[config.mk]
export PLATFORM = sky130hd
export DESIGN_NAME = reg_write_arbiter
export DESIGN_NICKNAME = d
export VERILOG_FILES = /design/src/rtl/reg_write_arbiter_pkg.sv /design/src/rtl/reg_write_arbiter.sv
export SDC_FILE = /design/constraint.sdc
export NUM_CORES = 1
export LEC_CHECK = 0
export CAP_MARGIN = 20
export CORE_UTILIZATION = 38
export CTS_CLUSTER_DIAMETER = 50
export DETAILED_ROUTE_END_ITERATION = 10
export GPL_TIMING_DRIVEN = 0
export PLACE_DENSITY_LB_ADDON = 0.12
export SLEW_MARGIN = 20
export SYNTH_ARGS = -nofsm -noshare
export SYNTH_HDL_FRONTEND = slang
export SYNTH_SLANG_ARGS = --single-unit
export TNS_END_PERCENT = 10
[constraint.sdc]
create_clock -name clk -period 2.4 [get_ports clk]
set_input_delay 0.24 -clock clk [delete_from_list [all_inputs] [get_ports clk]]
set_output_delay 0.24 -clock clk [all_outputs]
set_load 0.1 [all_outputs]
[src/rtl/reg_write_arbiter_pkg.sv]
// rtl/reg_write_arbiter_pkg.sv - register indices and state encodings for the write-port arbiter
package reg_write_arbiter_pkg;

    // Register indices shared with the core and register file
    localparam logic [3:0] REG_ZERO = 4'd0;
    localparam logic [3:0] REG_R12  = 4'd12;
    localparam logic [3:0] REG_SP   = 4'd13;

    // First and last register touched by the post-reset zero-fill
    localparam logic [3:0] INIT_FIRST = 4'd1;
    localparam logic [3:0] INIT_LAST  = 4'd15;

    typedef enum logic [1:0] {
        ST_INIT = 2'd0,
        ST_IDLE = 2'd1,
        ST_ACK  = 2'd2
    } arb_state_t;

    // sp and r12 keep the values loaded by the register-file reset
    function automatic logic init_writes(input logic [3:0] idx);
        return (idx != REG_SP) && (idx != REG_R12);
    endfunction

endpackage

[src/rtl/reg_write_arbiter.sv]
// rtl/reg_write_arbiter.sv - owns the register-file write port: zero-fill, core priority, host handshake
module reg_write_arbiter
    import reg_write_arbiter_pkg::*;
#(
    parameter int STARVE_LIMIT = 8,
    parameter int CNT_W        = 4
) (
    input  logic        clk,
    input  logic        reset,
    input  logic        core_we,
    input  logic [3:0]  core_wreg,
    input  logic [15:0] core_wdata,
    output logic        core_stall,
    input  logic        host_req,
    input  logic [3:0]  host_wreg,
    input  logic [15:0] host_wdata,
    output logic        host_ack,
    output logic        init_busy,
    output logic        reg_write,
    output logic [3:0]  write_reg,
    output logic [15:0] write_data
);

    localparam logic [CNT_W-1:0] LIMIT = CNT_W'(STARVE_LIMIT);

    arb_state_t       state, state_next;
    logic [3:0]       idx, idx_next;
    logic [CNT_W-1:0] starve_cnt, starve_next;

    // State, zero-fill walker and starvation counter; reset restarts the fill
    always_ff @(posedge clk or negedge reset) begin
        if (!reset) begin
            state      <= ST_INIT;
            idx        <= INIT_FIRST;
            starve_cnt <= '0;
        end else begin
            state      <= state_next;
            idx        <= idx_next;
            starve_cnt <= starve_next;
        end
    end

    // The ack is the registered ACK state, so it drops the instant reset asserts
    assign host_ack = (state == ST_ACK);

    // Next-state and write-port mux; the port is combinational from state and inputs
    always_comb begin
        state_next  = state;
        idx_next    = idx;
        starve_next = starve_cnt;
        core_stall  = 1'b0;
        init_busy   = 1'b0;
        reg_write   = 1'b0;
        write_reg   = 4'd0;
        write_data  = 16'd0;

        case (state)
            ST_INIT: begin
                init_busy  = 1'b1;
                core_stall = 1'b1;
                write_reg  = idx;
                reg_write  = init_writes(idx);
                if (idx == INIT_LAST) begin
                    state_next = ST_IDLE;
                end else begin
                    idx_next = idx + 4'd1;
                end
            end

            ST_IDLE: begin
                if (host_req && (starve_cnt == LIMIT)) begin
                    // Host has lost enough times: stall the core for one cycle
                    core_stall  = 1'b1;
                    reg_write   = 1'b1;
                    write_reg   = host_wreg;
                    write_data  = host_wdata;
                    state_next  = ST_ACK;
                    starve_next = '0;
                end else if (core_we) begin
                    reg_write  = 1'b1;
                    write_reg  = core_wreg;
                    write_data = core_wdata;
                    if (!host_req) begin
                        starve_next = '0;
                    end else if (starve_cnt != LIMIT) begin
                        starve_next = starve_cnt + 1'b1;
                    end
                end else if (host_req) begin
                    reg_write   = 1'b1;
                    write_reg   = host_wreg;
                    write_data  = host_wdata;
                    state_next  = ST_ACK;
                    starve_next = '0;
                end else begin
                    starve_next = '0;
                end
            end

            ST_ACK: begin
                // Host is ineligible this cycle; the core runs unstalled
                reg_write  = core_we;
                write_reg  = core_wreg;
                write_data = core_wdata;
                state_next = ST_IDLE;
            end

            default: begin
                state_next = ST_INIT;
                idx_next   = INIT_FIRST;
            end
        endcase

        // While reset is held the port is quiet and the core is held off
        if (!reset) begin
            reg_write  = 1'b0;
            core_stall = 1'b1;
            init_busy  = 1'b1;
        end
    end

endmodule

==> impl.org, run 1 <==
** Logic synthesis
- Of the post-synthesis cell area, the dominant cell type holds 0.196.
- Number of nets in the synthesized netlist :: 202
- Unique masters post-synth :: 38
- The largest total area in the synthesized netlist belongs to sky130_fd_sc_hd__dfrtp_1.
- Among all flip-flop cells after synthesis, the most frequent one is sky130_fd_sc_hd__dfrtp_1.
- Number of flops mapped to enable cells by yosys :: 0
- Mean area per synthesized cell :: 7.73 um2
- In this run the cell area of the synthesized design comes to 0.00115 mm2.
- Share of flip-flops with an asynchronous set or reset :: 1.00
- Top area cells in the synthesized netlist :: sky130_fd_sc_hd__dfrtp_1, sky130_fd_sc_hd__ha_1, sky130_fd_sc_hd__a21o_1, sky130_fd_sc_hd__a21oi_1, sky130_fd_sc_hd__nand3_1
- For this run, the register share of the synthesized area comes to 0.218.
- Flip-flop and latch count after synthesis :: 10
- Counting every instance in the synthesized netlist gives 149.
- For this run, the number of Yosys warnings is 0.

** Clocking
- The longest clock path from root to sink contains 2 buffers.
- TritonCTS built the clock tree.
- Total clock sinks :: 10
- TritonCTS created 3 clock buffers.
- Number of levels in the clock H-tree :: 1
- Clock latency at the later pin of the worst-skew pair :: 0.27 ns
- Clock root buffer master :: sky130_fd_sc_hd__clkbuf_4
- CTS clock-pin slew for the worst setup and hold paths :: 0.07 ns

** Critical path
- In this run the worst setup path terminates at write_data[13].
- Flop-to-flop setup slack :: 0.72 ns
- In this run the critical register-to-register path is launched from idx[0]$_DFFE_PN1P_.
- STA classifies the critical path startpoint as a flip-flop.
- Crit-path max FO :: 10
- Worst setup startpoint :: state[0]$_DFFE_PN0P_
- Critical path type :: reg -> out
- For the worst setup path, the data required time is 2.16 ns.
- The number of cells on the worst reg-to-reg path is 5.
- Type of element capturing the critical path :: primary output
- For the worst setup path, the data arrival time is 2.15 ns.
- The worst register-to-register path ends at state[0]$_DFFE_PN0P_.

** Floorplan
- The die is 57.0 um wide.
- Number of top-level design ports :: 68
- For this configuration, the core starts out at a cell density of 0.410.
- The die covers 0.00325 mm2.
- From bottom edge to top edge, the die measures 57.0 um.
- Cell row count :: 19
- The region available for standard cell placement spans 0.00281 mm2.

** Placement
- Input and output buffers added on the ports amount to 67.
- At the end of routability-driven placement, the weighted congestion stood at 0.837.
- Post-detailed-placement half-perimeter wirelength :: 3.04 mm

** Drt
- Once detail routing completed, the nets flagged for antenna violations numbered 0.
- Vias per cell :: 5.87
- After detailed routing, the average wire length per cell comes to 17.6 um.
- Summing over every cut layer, the via total after detailed routing is 1490.
- Wirelength, routed :: 4.46 mm
- For this run, design rule violations remaining after detail routing come to 20.
- First-pass DRT Iterations :: 7
- Count of routing violations after the opening detailed-route iteration :: 116

** Timing
- Worst slew margin relative to its limit :: 0.356
- On the final layout, the worst clock skew is 0.00223 ns.
- Number of max-slew violations in the final report :: 0
- RSZ-0062 raised after global routing :: yes
- Setup violations remaining at the end of the flow were counted as 0.
- For the pin with the worst max-slew slack, the measured transition is 0.962 ns.
- Hold Worst Slack :: 0.297 ns
- Tmin final :: 2.39 ns
- In the finished design, the share of the clock period the worst path needs comes to 0.996.
- Highest clock rate :: 0.418 GHz
- The final count of hold timing violations was 0.

** Power and ir drop
- Power Dens Cells :: 1590 mW/mm2
- The analysis attributes to cell leakage a power of 1.01 nW.
- Peak supply drop :: 1.07 mV
- The completed layout was analyzed and its total power is 3.43 mW.

** Min path
- Class of the tightest hold or removal check :: in -> async

** Finish
- Growth of design area from synthesis to finish :: 87.8%
- Share of final-layout standard cells stronger than drive strength 1 :: 0.291
- 0 antenna diodes ended up in the layout.
- The final layout contains 277 nets.
- The library cell used most frequently in the layout, excluding fill and tap cells, is sky130_fd_sc_hd__clkdlybuf4s50_1.
- In the layout the commonest cells are sky130_fd_sc_hd__clkdlybuf4s50_1, sky130_fd_sc_hd__a21oi_1, sky130_fd_sc_hd__nand2_1.

** Global route
- Maximum number of pins on one net before global-route repair :: 13
- The first global-routing pass estimated 6.47 mm of wire.
- The initial antenna violation count was 0.
- For this run the aggregate overflow at the end of global routing stands at 0.
- The number of global-route vias before repair came to 1354.
- For this run, the total global-route usage over all layers was measured as 0.250.

** Run
- Number of violations of the max-capacitance limit :: 0

** Outcome
- The final reports fail on DRC.
- The run finished, with violations left.
## kinds of logic after synthesis
| group | after synthesis | share of synthesized area |
|---|---|---|
| compound gates | 58 | 0.341 |
| flops | 10 | 0.218 |
| buf+inv | 17 | 0.0750 |
| simple gates | 53 | 0.249 |
| mux | 2 | 0.0185 |
| fa+ha+maj | 9 | 0.0978 |
## stage by stage
step | TNS, ns | instance area, um2 | cells | utilization | setup WS, ns
finish | 0 | 2160 | 254 | 0.771 | 0.00899
global route | -0.542 | 2160 | 254 | 0.771 | -0.0854
CTS | -1.59 | 2010 | 250 | 0.718 | -0.185
detailed placement | -15.70 | 1930 | 247 | 0.686 | -0.782
global placement | -14.76 | 1930 | 247 | 0.686 | -0.740
floorplan | -0.541 | 1220 | 149 | - | -0.208
## power by group
part	internal [mW]	total, mW	switching (mW)
sequential	0.235	0.311	0.0759
clock	0.0923	0.158	0.0660
combinational	0.962	2.97	2.00
total	1.29	3.43	2.15
## timing repair
action,in CTS,in global routing
setup endpoints to repair,23,23
resized for setup,152,40
setup buffers,0,5
pin swaps,0,1
hold buffers,0,0
## critical path, stage by stage, from the launching register on
cell	delay [ns]
sky130_fd_sc_hd__dfrtp_1	0.41
sky130_fd_sc_hd__inv_2	0.07
sky130_fd_sc_hd__ha_1	0.29
sky130_fd_sc_hd__buf_6	0.15
sky130_fd_sc_hd__nand4_4	0.20
sky130_fd_sc_hd__buf_6	0.21
sky130_fd_sc_hd__a21oi_1	0.19
sky130_fd_sc_hd__a21o_1	0.13
sky130_fd_sc_hd__buf_6	0.22
## cells in the mapped netlist, drive strengths merged, types with 5 or more instances
| cell | n |
|---|---|
| a21o | 11 |
| nand2 | 17 |
| nand3 | 14 |
| a22o | 7 |
| a21oi | 15 |
| o22ai | 5 |
| ha | 9 |
| a22oi | 9 |
| inv | 9 |
| nor2 | 6 |
| dfrtp | 9 |
## how the worst min path moves through the flow
stage                                            to  slack (ns)  depth (start not counted)
after floorplan                  idx[1]$_DFFE_PN0P_       -0.06                          0
after global placement    starve_cnt[2]$_DFFE_PN0P_        0.54                          1
after detailed placement         idx[0]$_DFFE_PN1P_        0.56                          2
after CTS                      state[0]$_DFFE_PN0P_        0.30                          1
after global routing           state[0]$_DFFE_PN0P_        0.34                          1
final                          state[0]$_DFFE_PN0P_        0.30                          1
## registers in the layout, indices dropped and copies added, names as in the netlist
name and cells:
starve_cnt 4, state 2, idx 4
## cell type report
cell class,count,area [um2]
Clock buffer,4,36.3
Sequential cell,10,253
Timing Repair Buffer,72,801
Fill cell,206,643
Buffer,6,47.5
Tap cell,31,38.8
Multi-Input combinational cell,122,952
Inverter,9,33.8
## metal layers
metal | part of all wire | track usage
met5 | 0 | 0
met3 | 0.088 | 0.0363
met2 | 0.50 | 0.410
met1 | 0.40 | 0.332
met4 | 0.0072 | 0.101
Power figures use the tool's default switching activity.
==> run 2, diff against run 1 <==
- CTS_CLUSTER_SIZE: default -> 40
==> results of run 2 <==
No change in the layout: final DEF, timing and power equal those of run 1.
==> run 3, diff against run 2 <==
- CTS_CLUSTER_SIZE: 40 -> 24
- SETUP_SLACK_MARGIN: default -> 0.15
==> run 3 against run 2 <==
Net effect: the run ends with DRC, setup timing left; largest cell class unchanged; flip-flop and latch count did not move; non-clock buffer count increased by 6; setup slack got worse by 0.015 ns; total power increased by 12%; first-iteration DRC count is 37% higher; sequential share of layout area down 1.3 points; sequential power is essentially flat; hold slack gained 0.029 ns; die area unchanged; critical endpoint is now write_data[12]; wire length is 11% higher; clock power is essentially flat; final area increased by 12%.
==> impl.org, run 3 (synthesized netlist as in run 1, its figures left out) <==
** Global route
- The number of global-route vias before repair is 1488 (+9.9%).
- Number of antenna violations at the first check in global routing :: 0 (unchanged)
- The combined global-route utilization of all metal layers was 0.271 (+0.0210).
- Maximum number of pins on one net before global-route repair :: 13 (unchanged)
- Congestion Overflow GR :: 0 (unchanged)
- The global-route wire length before repair is 6.91 mm (+6.8%).

** Drt
- Post-route antenna net violation count :: 0 (unchanged)
- The wire length on met2 came to 2.66 mm (+19%).
- The total via count in the routed design was 1574 (+5.6%).
- Wirelength, routed :: 4.95 mm (+11%)
- Vias per cell :: 6.05 (+3.2%)
- The average detailed-routed wire length per instance is 19.0 um (+8.3%).
- The count of TritonRoute iterations in the first routing pass came to 8 (+1).
- Count of routing violations after the opening detailed-route iteration :: 159 (+37%)
- Met3 Routed Length :: 423 um (+8.2%)
- Post-route DRC :: 20 (unchanged)
- Highest layer used for signal routing :: met4
- Wire length on met1 :: 1.76 mm (-2.2%)

** Floorplan
- Effective utilization at floorplan :: 0.410 (unchanged)
- The count of pins on the block boundary is 68 (unchanged).
- The vertical die dimension was 57.0 um (unchanged).
- The die outline area came to 0.00325 mm2 (unchanged).
- Horizontal die dimension :: 57.0 um (unchanged)
- Cell row count :: 19 (unchanged)
- The standard cell core area is 0.00281 mm2 (unchanged).

** Outcome
- The run finished, with violations left.
- Failing checks :: DRC, setup timing

** Timing
- Final critical-path setup slack :: -0.00644 ns (-0.0154 ns)
- Worst slew pin tran :: 0.957 ns (-0.00540 ns)
- The total setup violations reported at the end of the flow came to 3 (+3).
- Worst slew margin relative to its limit :: 0.361 (+0.00457)
- The worst clock skew on the final layout is 0.00166 ns (-0.000563 ns).
- The final count of hold timing violations was 0 (unchanged).
- Number of max-slew violations in the final report :: 0 (unchanged)
- Setup repair after global routing could not meet its margin everywhere.
- Tmin final :: 2.41 ns (+0.0154 ns)
- Final worst-path cycle share :: 1.00 (+0.00643)
- The fmax came to 0.416 GHz (-0.64%).
- The worst-case hold slack came to 0.326 ns (+0.0288 ns).

** Power and ir drop
- Seq pwr share :: 0.080 (-0.010)
- Proportion of power drawn by the clock network :: 0.041 (-0.005)
- The overall power came to 3.84 mW (+12%).
- Internal power contribution :: 1.58 mW (+23%)
- Leakage power :: 1.11 nW (+10%)
- The maximum ir drop on the vdd rail was 1.16 mV (+7.8%).
- P_sw :: 2.26 mW (+5.4%)
- The portion of total power attributed to combinational logic came to 0.879 (+0.016).
- Power Dens Cells :: 1590 mW/mm2 (+0.29%)
- Switching fraction of total power :: 0.589 (-0.0361)

** Clocking
- The post-CTS clock slew at the launch and capture registers of the worst setup and hold paths was 0.07 ns (about the same).
- Total CTS buffers :: 3 (unchanged)
- The clock latency on the worst-skew pair came to 0.27 ns (about the same).
- Clock root buffer master :: sky130_fd_sc_hd__clkbuf_4
- Clock tree from TritonCTS :: built
- Total clock sinks :: 10 (unchanged)
- The clock tree buffer depth is 2 (unchanged).
- Number of levels in the clock H-tree :: 1 (unchanged)

** Finish
- Area used by multi-input combinational logic :: 0.00103 mm2 (+8.0%)
- Filler cell count :: 137 (-33%)
- The sequential cell area in the final layout is 251 um2 (-0.49%).
- Growth of design area from synthesis to finish :: 110%
- Top flop regs :: idx: 4 flops, starve_cnt: 4 flops, state: 2 flops
- The ratio of cells with drive above 1 in the final layout was 0.362 (+0.0710).
- The number of inserted diodes came to 0 (unchanged).
- Most frequent cells in the layout :: sky130_fd_sc_hd__clkdlybuf4s50_1, sky130_fd_sc_hd__buf_12, sky130_fd_sc_hd__nand2_1
- Most common cell after layout, fill and taps aside :: sky130_fd_sc_hd__clkdlybuf4s50_1
- The net count of the finished layout was 283 (+2.2%).

** Critical path
- STA classifies the critical path endpoint as a primary output.
- The slowest stage of the critical path is the sky130_fd_sc_hd__dfrtp_1 cell.
- WP buf/inv :: 4 (unchanged)
- Cells along the critical path :: inv_2 > ha_4 > buf_6 > and3_1 > clkbuf_8 > nand2_1 > a21oi_1 > a21o_1 > buf_12
- Top delay family on crit path :: buffers and inverters
- Delay of the slowest cell on the worst path :: 0.40 ns (about the same)
- The data required time of the critical path came to 2.16 ns (about the same).
- The critical path in this run is classified as reg -> out.
- Kind of start point of the critical path :: flip-flop
- Crit-path max FO :: 8 (-2)
- The data arrival time at the worst-slack endpoint came to 2.17 ns (+0.02 ns).

** Min path
- Class of the tightest hold or removal check :: in -> async

** Placement
- The count of buffers from port buffering is 67 (unchanged).
- Final weighted congestion in routability-driven placement :: 0.799 (-4.5%)
- Pre-CTS setup slack :: -0.769 ns (+0.0126 ns)
- The detailed-placement wirelength estimate came to 2.92 mm (-3.7%).

** Run
- Number of violations of the max-capacitance limit :: 0 (unchanged)
==> run 3: cell count changes in the layout (fill, tap and decap cells not counted), moves of 3 or more <==
cell	before	now
sky130_fd_sc_hd__buf_12	10	20
sky130_fd_sc_hd__buf_6	10	3
sky130_fd_sc_hd__a22oi_1	9	5
sky130_fd_sc_hd__a22oi_2	0	4
sky130_fd_sc_hd__ha_4	0	4
sky130_fd_sc_hd__a21oi_1	15	12
sky130_fd_sc_hd__a21oi_2	0	3
sky130_fd_sc_hd__buf_4	7	10
sky130_fd_sc_hd__ha_1	7	4
sky130_fd_sc_hd__inv_1	7	4
sky130_fd_sc_hd__inv_2	2	5
==> run 3: layer usage <==
metal,vias up,GRT usage
met5,-,0
met4,0,0.0906
met3,12,0.0317
met2,81,0.539
met1,759,0.292
li1,722,-
==> run 3: worst register-to-register path, cell delays in order (launching register included) <==
cell and delay [ns]:
sky130_fd_sc_hd__dfstp_2 0.61, sky130_fd_sc_hd__ha_1 0.24, sky130_fd_sc_hd__nand3_1 0.19, sky130_fd_sc_hd__nand2_1 0.13, sky130_fd_sc_hd__a21boi_0 0.24, sky130_fd_sc_hd__mux2i_1 0.23
==> run 3: metrics by stage <==
step	std cells	cell area, um2	TNS, ns	util
finish	260	2410	-0.0134	0.860
global route	260	2410	-0.592	0.860
CTS	260	2230	0	0.796
detailed placement	247	1940	-15.08	0.690
global placement	247	1940	-14.37	0.690
floorplan	149	1230	0	-
==> run 3: what timing repair did <==
item | 4_1_cts | 5_1_grt
setup buffers | 9 | 0
pin swaps | 10 | 14
cloned | 0 | 0
endpoints found under the setup margin | 24 | 24
hold buffers | 0 | 0
hold endpoints to repair | 0 | 0
gates resized for setup | 188 | 51
==> run 3: layout make-up <==
type | count | share of cell area
inverter | 9 | 0.0140
clock buffer | 4 | 0.0150
sequential | 10 | 0.104
multi-input combinational | 122 | 0.426
buffer | 8 | 0.0348
timing repair buffer | 76 | 0.390
tap | 31 | 0.0161
==> run 3: final timing paths <==
check	start	to	slack, ns	cells past startpoint
hold / removal	reset	starve_cnt[1]$_DFFE_PN0P_	0.33	1
min in group clk	idx[0]$_DFFE_PN1P_	idx[0]$_DFFE_PN1P_	0.56	2
hold reg to reg	idx[0]$_DFFE_PN1P_	idx[0]$_DFFE_PN1P_	0.56	2
setup reg to reg	idx[0]$_DFFE_PN1P_	state[0]$_DFFE_PN0P_	0.69	5
max in group asynchronous	reset	idx[0]$_DFFE_PN1P_	1.70	1
setup / recovery	state[0]$_DFFE_PN0P_	write_data[12]	-0.006	9
==> run 3: power groups by stage <==
stage / registers (mW) / logic (mW) / clock network [mW]
global route: 0.316 / 3.50 / 0.167
floorplan: 0.292 / 2.09 / 0
finish: 0.308 / 3.38 / 0.157
detailed placement: 0.310 / 2.63 / 0
global placement: 0.304 / 2.59 / 0
CTS: 0.299 / 3.00 / 0.158
